`config.mk`:
```
export PLATFORM = sky130hd
export DESIGN_NAME = ram_seq_ctrl
export DESIGN_NICKNAME = d
export VERILOG_FILES = /design/src/rtl/ram_seq_ctrl.sv
export SDC_FILE = /design/constraint.sdc
export NUM_CORES = 1
export LEC_CHECK = 0
export CORE_UTILIZATION = 43
export DETAILED_ROUTE_END_ITERATION = 12
export HOLD_SLACK_MARGIN = 0.12
export PLACE_DENSITY = 0.63
export SETUP_SLACK_MARGIN = 0.1
export SLEW_MARGIN = 30
export SYNTH_ARGS = -nofsm -noshare
export SYNTH_HDL_FRONTEND = slang
export SYNTH_SLANG_ARGS = --single-unit
```
`constraint.sdc`:
```
create_clock -name CLOCK_50 -period 2.3 [get_ports CLOCK_50]
set_input_delay 0.46 -clock CLOCK_50 [delete_from_list [all_inputs] [get_ports CLOCK_50]]
set_output_delay 0.46 -clock CLOCK_50 [all_outputs]
set_load 0.02 [all_outputs]
```
`src/rtl/ram_seq_ctrl.sv`:
```
// ram_seq_ctrl
//   Front-panel controller for a small RAM. In scan mode the address pointer
//   steps through the RAM once every TICK_MAX clocks. In edit mode two
//   debounced push buttons either load the pointer from the switches or write
//   sw_data at the pointer and then advance it.
//
// Ports
//   CLOCK_50  in   1   sole clock, rising edge
//   rst_n     in   1   asynchronous active-low reset
//   mode_sw   in   1   raw switch: 1 = edit, 0 = scan
//   key_wr_n  in   1   raw push button, active-low: write
//   key_ld_n  in   1   raw push button, active-low: load pointer
//   sw_addr   in   AW  pointer load value
//   sw_data   in   DW  write data
//   ram_addr  out  AW  address to RAM (always the internal pointer)
//   ram_data  out  DW  write data to RAM
//   ram_wren  out  1   RAM write enable, one cycle per write
//   tick      out  1   one-cycle pulse per scan step
//   edit_led  out  1   high while editing or writing
module ram_seq_ctrl #(
    parameter int AW        = 5,
    parameter int DW        = 4,
    parameter int TICK_MAX  = 50000000,
    parameter int DB_CYCLES = 1000000
) (
    input  logic          CLOCK_50,
    input  logic          rst_n,
    input  logic          mode_sw,
    input  logic          key_wr_n,
    input  logic          key_ld_n,
    input  logic [AW-1:0] sw_addr,
    input  logic [DW-1:0] sw_data,
    output logic [AW-1:0] ram_addr,
    output logic [DW-1:0] ram_data,
    output logic          ram_wren,
    output logic          tick,
    output logic          edit_led
);

    localparam int TW = (TICK_MAX > 1) ? $clog2(TICK_MAX) : 1;
    localparam int CW = (DB_CYCLES > 1) ? $clog2(DB_CYCLES + 1) : 1;
    localparam logic [TW-1:0] TICK_LAST = TW'(TICK_MAX - 1);
    localparam logic [CW-1:0] DB_LAST   = CW'(DB_CYCLES - 1);

    typedef enum logic [1:0] {
        S_SCAN = 2'd0,
        S_EDIT = 2'd1,
        S_WR   = 2'd2,
        S_INC  = 2'd3
    } state_t;

    // ------------------------------------------------------------------
    // Mode switch synchronizer (resets to scan)
    // ------------------------------------------------------------------
    logic mode_s1_reg;
    logic mode_s2_reg;

    always_ff @(posedge CLOCK_50 or negedge rst_n) begin
        if (!rst_n) begin
            mode_s1_reg <= 1'b0;
            mode_s2_reg <= 1'b0;
        end else begin
            mode_s1_reg <= mode_sw;
            mode_s2_reg <= mode_s1_reg;
        end
    end

    // ------------------------------------------------------------------
    // Button synchronizers, debouncers and press detectors.
    // Index 0 = write button, index 1 = load button.
    // ------------------------------------------------------------------
    logic [1:0] key_raw;
    logic [1:0] press;

    assign key_raw = {key_ld_n, key_wr_n};

    generate
        for (genvar gi = 0; gi < 2; gi++) begin : g_btn
            logic          s1_reg;
            logic          s2_reg;
            logic          level_reg;
            logic          level_d_reg;
            logic [CW-1:0] cnt_reg;

            always_ff @(posedge CLOCK_50 or negedge rst_n) begin
                if (!rst_n) begin
                    s1_reg      <= 1'b1;
                    s2_reg      <= 1'b1;
                    level_reg   <= 1'b1;
                    level_d_reg <= 1'b1;
                    cnt_reg     <= '0;
                end else begin
                    s1_reg      <= key_raw[gi];
                    s2_reg      <= s1_reg;
                    level_d_reg <= level_reg;
                    // cnt_reg holds the number of consecutive disagreeing
                    // cycles seen so far; the DB_CYCLES-th one flips the level.
                    if (s2_reg == level_reg) begin
                        cnt_reg <= '0;
                    end else if (cnt_reg == DB_LAST) begin
                        level_reg <= s2_reg;
                        cnt_reg   <= '0;
                    end else begin
                        cnt_reg <= cnt_reg + CW'(1);
                    end
                end
            end

            // Falling edge of the debounced level: one pulse per press.
            assign press[gi] = level_d_reg & ~level_reg;
        end
    endgenerate

    logic press_wr;
    logic press_ld;

    assign press_wr = press[0];
    assign press_ld = press[1];

    // ------------------------------------------------------------------
    // Sequencer
    // ------------------------------------------------------------------
    state_t        state_reg,    state_next;
    logic [AW-1:0] ptr_reg,      ptr_next;
    logic [TW-1:0] tick_cnt_reg, tick_cnt_next;
    logic [DW-1:0] data_reg,     data_next;
    logic          tick_next;

    always_ff @(posedge CLOCK_50 or negedge rst_n) begin
        if (!rst_n) begin
            state_reg    <= S_SCAN;
            ptr_reg      <= '0;
            tick_cnt_reg <= '0;
            data_reg     <= '0;
        end else begin
            state_reg    <= state_next;
            ptr_reg      <= ptr_next;
            tick_cnt_reg <= tick_cnt_next;
            data_reg     <= data_next;
        end
    end

    always_comb begin
        state_next    = state_reg;
        ptr_next      = ptr_reg;
        tick_cnt_next = '0;
        data_next     = data_reg;
        tick_next     = 1'b0;

        case (state_reg)
            S_SCAN: begin
                if (mode_s2_reg) begin
                    // Leaving scan takes priority over a pending step.
                    state_next = S_EDIT;
                end else if (tick_cnt_reg == TICK_LAST) begin
                    tick_next = 1'b1;
                    ptr_next  = ptr_reg + AW'(1);
                end else begin
                    tick_cnt_next = tick_cnt_reg + TW'(1);
                end
            end

            S_EDIT: begin
                if (!mode_s2_reg) begin
                    state_next = S_SCAN;
                end else if (press_ld) begin
                    // A simultaneous write press is dropped here.
                    ptr_next = sw_addr;
                end else if (press_wr) begin
                    data_next  = sw_data;
                    state_next = S_WR;
                end
            end

            S_WR: begin
                // The pointer advances as WR is left so the incremented
                // address is already visible during INC.
                ptr_next   = ptr_reg + AW'(1);
                state_next = S_INC;
            end

            S_INC: begin
                state_next = mode_s2_reg ? S_EDIT : S_SCAN;
            end

            default: begin
                state_next = S_SCAN;
            end
        endcase
    end

    // Decoded straight from the state register so that an asynchronous
    // reset drops the write enable immediately.
    assign ram_wren = (state_reg == S_WR);
    assign edit_led = (state_reg != S_SCAN);
    assign ram_addr = ptr_reg;
    assign ram_data = data_reg;
    assign tick     = tick_next;

endmodule

```
; Word-level counts from Yosys, hierarchy flattened
; Cells that the tools add are included.
[word_totals]
inputBits = 14
regBits = 87
elab_cells = 71
output_inout_bits = 12
[classes]
n_bitwise = 7
n_reduce_logical = 8
eq_ne = 15
mux = 21
addsub = 4
[ops]
columns = op, n
row1 = two-way mux 20 bit, 4
row2 = two-way mux 26 bit, 3
row3 = adder 20 x 1 -> 20 bit (second input constant), 2
row4 = == test 20 bit (second input constant), 2
row5 = adder 26 x 1 -> 26 bit (second input constant), 1
row6 = == test 26 bit (second input constant), 1
row7 = two-way mux 5 bit, 4
row8 = case mux 5 bit (3 select lines), 1
row9 = != test 2 bit (second input constant), 5
row10 = two-way mux 2 bit, 4
row11 = case mux 2 bit (4 select lines), 1
row12 = != test 3 bit (second input constant), 2
row13 = adder 5 x 1 -> 5 bit (second input constant), 1
row14 = inverter 1 bit, 5
row15 = AND reduction 5 bit, 1
row16 = == test 2 bit (second input constant), 2
row17 = two-way mux 1 bit, 4
row18 = AND reduction 2 bit, 2
row19 = AND reduction 4 bit, 1
row20 = AND reduction 3 bit, 1
row21 = nonzero test 3 bit, 1
row22 = bitwise AND 1 bit, 2
row23 = == test 1 bit, 2
row24 = == test 2 x 1 -> 1 bit (second input constant), 1
row25 = other kinds (2), 2

; Depth between registers and ports, before layout
; Gate-level depths: netlist (run 1).
[depth]
depth_word = 6
ltp_mapped = 8

; Worst setup path after synthesis (run 1)
; Ideal clock, no wire load.
[synth_path]
kind = register -> output
start = register tick_cnt_reg[9]
end = output port tick
slack_ns = 0.220
t_required_ns = 1.840
n_path_buf = 0
stages_incl_launch_ff = 5
arrival_ns = 1.620
path_cell_list = dfrtp_1 > or4b_4 > nor4_4 > nand4_1 > nor2_1
[synth_via]
elab_chain_cells = 4
[synth_rtl]
columns = item, line_no
row1 = "start, declared", 125  ; logic [TW-1:0] tick_cnt_reg, tick_cnt_next;
row2 = "start signal, assigned", 138  ; tick_cnt_reg <= tick_cnt_next;
row3 = == test 26 bit, 155  ; end else if (tick_cnt_reg == TICK_LAST) begin
row4 = two-way mux 1 bit, 155
row5 = two-way mux 1 bit, 152  ; if (mode_s2_reg) begin
row6 = two-way mux 1 bit, 150  ; case (state_reg)
row7 = "end, declared", 36  ; output logic tick,
; Every way passes these cells.

; Worst setup path after layout (run 1)
; Ends and elaborated chain as after synthesis.

==> results.md, run 1 <==
- WP data required: 1840 ps
- YS warnings: 0
- WL met1: 3.78 mm
- Highest routed layer: met4
- Cell Area, Synth: 4120 um^2
- Clk sinks: 87
- Initial antenna violation count: 0
- Post-synthesis cell type count: 41
- Layout cell share with drive strength beyond 1: 14.5%
- Cell taking the most area after synthesis: dfrtp_1
- Syn_nets: 421
- Count leader, synth: dfrtp_1
- I/O Pins: 26
- First-pass GRT wire length: 13.7 mm
- Placer Congestion: 0.777
- Root buffer cell: clkbuf_8
- Max Freq: 428 MHz
- Residual DRC: 0
- Final setup TNS: -35.5 ps
- DR iter-0 viols: 106
- Pleak: 2.14 nW
- Routed met3 length: 213 um
- Routed wire length: 7.81 mm
- Largest net degree at the start of global routing: 45
- Worst-path clk slew: 80 ps
- Fin nets: 475
- CP endpoint kind: output pin
- Number of flops mapped to enable cells by yosys: 0
- WL per Instance: 13.2 um
- Top FF cell, synth: dfrtp_1
- Max-cap check violation count: 0
- Type of the worst setup path: reg -> out
- CTS Buf Count: 9
- Status: finished, violations left
- Standard-cell row count: 35
- Max VDD drop: 391 uV
- Max clock buf depth: 2
- Max reg flops: 40
- Core area: 9240 um^2
- TritonRoute pass-1 iters: 4
- H-tree depth: 3
- Crit-path cells: or4b_4, nor4_4, nand4_1, nor2_1, buf_4
- Clock skew: 12.1 ps
- Synth Area per Inst: 10.2 um^2
- Clk_lat worst skew: 360 ps
- Vias in the first global route: 3036
- Asr flop ratio synth: 100%
- DIE HEIGHT: 99.9 um
- PortBufs: 25
- Post-synth top cells: 79 x dfrtp_1, 78 x nor2_1, 40 x xor2_1
- Total power draw: 0.00298 W
- Crit path launch type: register
- Final hold vios: 0
- Final Max Slew Viols: 0
- Tmin final: 2340 ps
- Initial core utilization: 44.6%
- Vias per inst: 5.10
- Least-Margin Pin Slew: 592 ps
- Die area: 9980 um^2
- RSZ-0062 raised after global routing: true
- Max-Slew Margin vs Limit: 60.5%
- HPWL Detailed: 5.34 mm
- CTS tree: yes
- Sequential fraction of the synthesis area: 53.1%
- Grt ovf: 0
- Top cells by area, synth: dfrtp_1 48%, xor2_1 8.5%, nor2_1 7.1%
- Hold Crit Class: reg -> reg
- Post-synth top area share: 48.0%
- Slowest CP cell: or4b_4
- Gr usage total: 17.3%
- DR vias: 3014
- Worst path top cell family by delay: simple AND/OR/NAND/NOR gates
- Yosys reg bits: 87
- Buf/Inv on CP: 1
- Failing checks: negative setup slack
- Slowest cell delay on critical path: 550 ps
- Final period util: 102%
- Die X: 99.9 um
- Final ANT Viol Nets: 0
- Final antenna diode count: 0
- CP Data Arrival Time: 1880 ps
- Setup violations, final: 1
- Synth Instances: 403
- Setup ws final: -35.5 ps
- Power density over the cells: 604 nW/um^2
- Fillcell total: 851
- Routed wire length on met2: 3.72 mm
- Crit path max fanout: 2
- Area grow syn2layout: 19.8%
==> cell families after synthesis <==
family	count (synthesis)	share of synthesized area (%)
xor gates and xnor gates	62	13.2
DFF	87	53.1
AOI/OAI and AO/OA	18	2.85
adders and majority gates	4	1.21
and+or+nand+nor	206	25.9
muxes	7	1.88
buffers and inverters	19	1.88
==> per-layer routing <==
metal	global-route usage, %	vias to the layer above
met5	0	-
met4	5.77	0
met3	4.11	9
met2	29.0	42
met1	22.0	1465
li1	-	1498
==> power breakdown <==
part           switching, W  internal [W]
sequential        0.0000323       0.00156
clock              0.000537      0.000642
combinational      0.000115     0.0000909
==> through the flow <==
stage	utilization [%]	cell area (um^2)	setup WS, ps	instances	hold WS [ps]
after floorplan	-	4120	220	403	164
after global placement	50.9	4700	-111	574	346
after detailed placement	50.9	4700	-112	574	340
after CTS	53.4	4930	-57.4	591	361
after global routing	53.4	4940	-146	591	366
final	53.4	4940	-35.5	591	359
==> layout make-up <==
| type | instances | area [um^2] | area share (%) |
|---|---|---|---|
| clock buffers | 11 | 141 | 2.86 |
| clock inverters | 5 | 81.3 | 1.65 |
| inverters | 9 | 33.8 | 0.684 |
| multi-input cells | 297 | 1860 | 37.6 |
| flip-flops and latches | 87 | 2190 | 44.3 |
| well taps | 129 | 161 | 3.27 |
| repair buffers | 53 | 475 | 9.63 |
==> repair_timing <==
action,CTS,global route
hold endpoints to repair,19,0
gates cloned,0,0
setup buffers,0,0
pin swaps,1,1
gates resized for setup,5,2
endpoints found under the setup margin,1,3
hold buffers,1,0
==> layout by cell type, fill, tap and decap left out, drive strengths merged, types with 2 or more instances in the layout <==
cell type,Yosys,layout
dlymetal6s2s,0,2
nand2,21,21
or3,3,3
clkdlybuf4s50,0,21
bufinv,0,2
clkinv,0,2
a21oi,3,3
o21ai,8,8
nor4,11,11
nand4,18,18
nand2b,2,2
dfstp,8,8
nor3,10,10
nand3,32,32
or2,3,3
nor2,78,78
mux2,6,6
inv,9,9
buf,5,29
ha,4,4
clkbuf,5,11
dfrtp,79,79
xor2,40,40
nand4b,2,2
and4,4,4
nor4b,3,3
and3,15,15
xnor2,22,22
==> worst register-to-register path, cell delays in order (launching register included) <==
cell and delay [ps]:
dfrtp_1 390, or4b_4 550, nor4_4 170, buf_4 160, a41oi_2 190, or3_1 400
a21oi_1 150
==> path summary, 6_finish.rpt <==
| check | cells past startpoint | startpoint | slack, ps | to |
|---|---|---|---|---|
| min | 0 | mode_s1_reg | 360 | mode_s2_reg |
| max | 5 | tick_cnt_reg[9] | -40 | tick |
| max reg2reg | 6 | tick_cnt_reg[9] | 220 | ram_addr[2] |
| min reg2reg | 0 | mode_s1_reg | 360 | mode_s2_reg |
| min in group asynchronous | 2 | rst_n | 620 | ram_addr[2] |
| max in group asynchronous | 3 | rst_n | 990 | g_btn[1].level_reg |
(Power assumes the default switching activity.)
==> run 2: changes to the inputs <==
--- a/config.mk
+++ b/config.mk
@@ -5,6 +5,7 @@
 export SDC_FILE = /design/constraint.sdc
 export NUM_CORES = 1
 export LEC_CHECK = 0
+export CAP_MARGIN = 15
 export CORE_UTILIZATION = 43
 export DETAILED_ROUTE_END_ITERATION = 12
 export HOLD_SLACK_MARGIN = 0.12
==> results of run 2 <==
No change in the layout: final DEF, timing and power equal those of run 1.
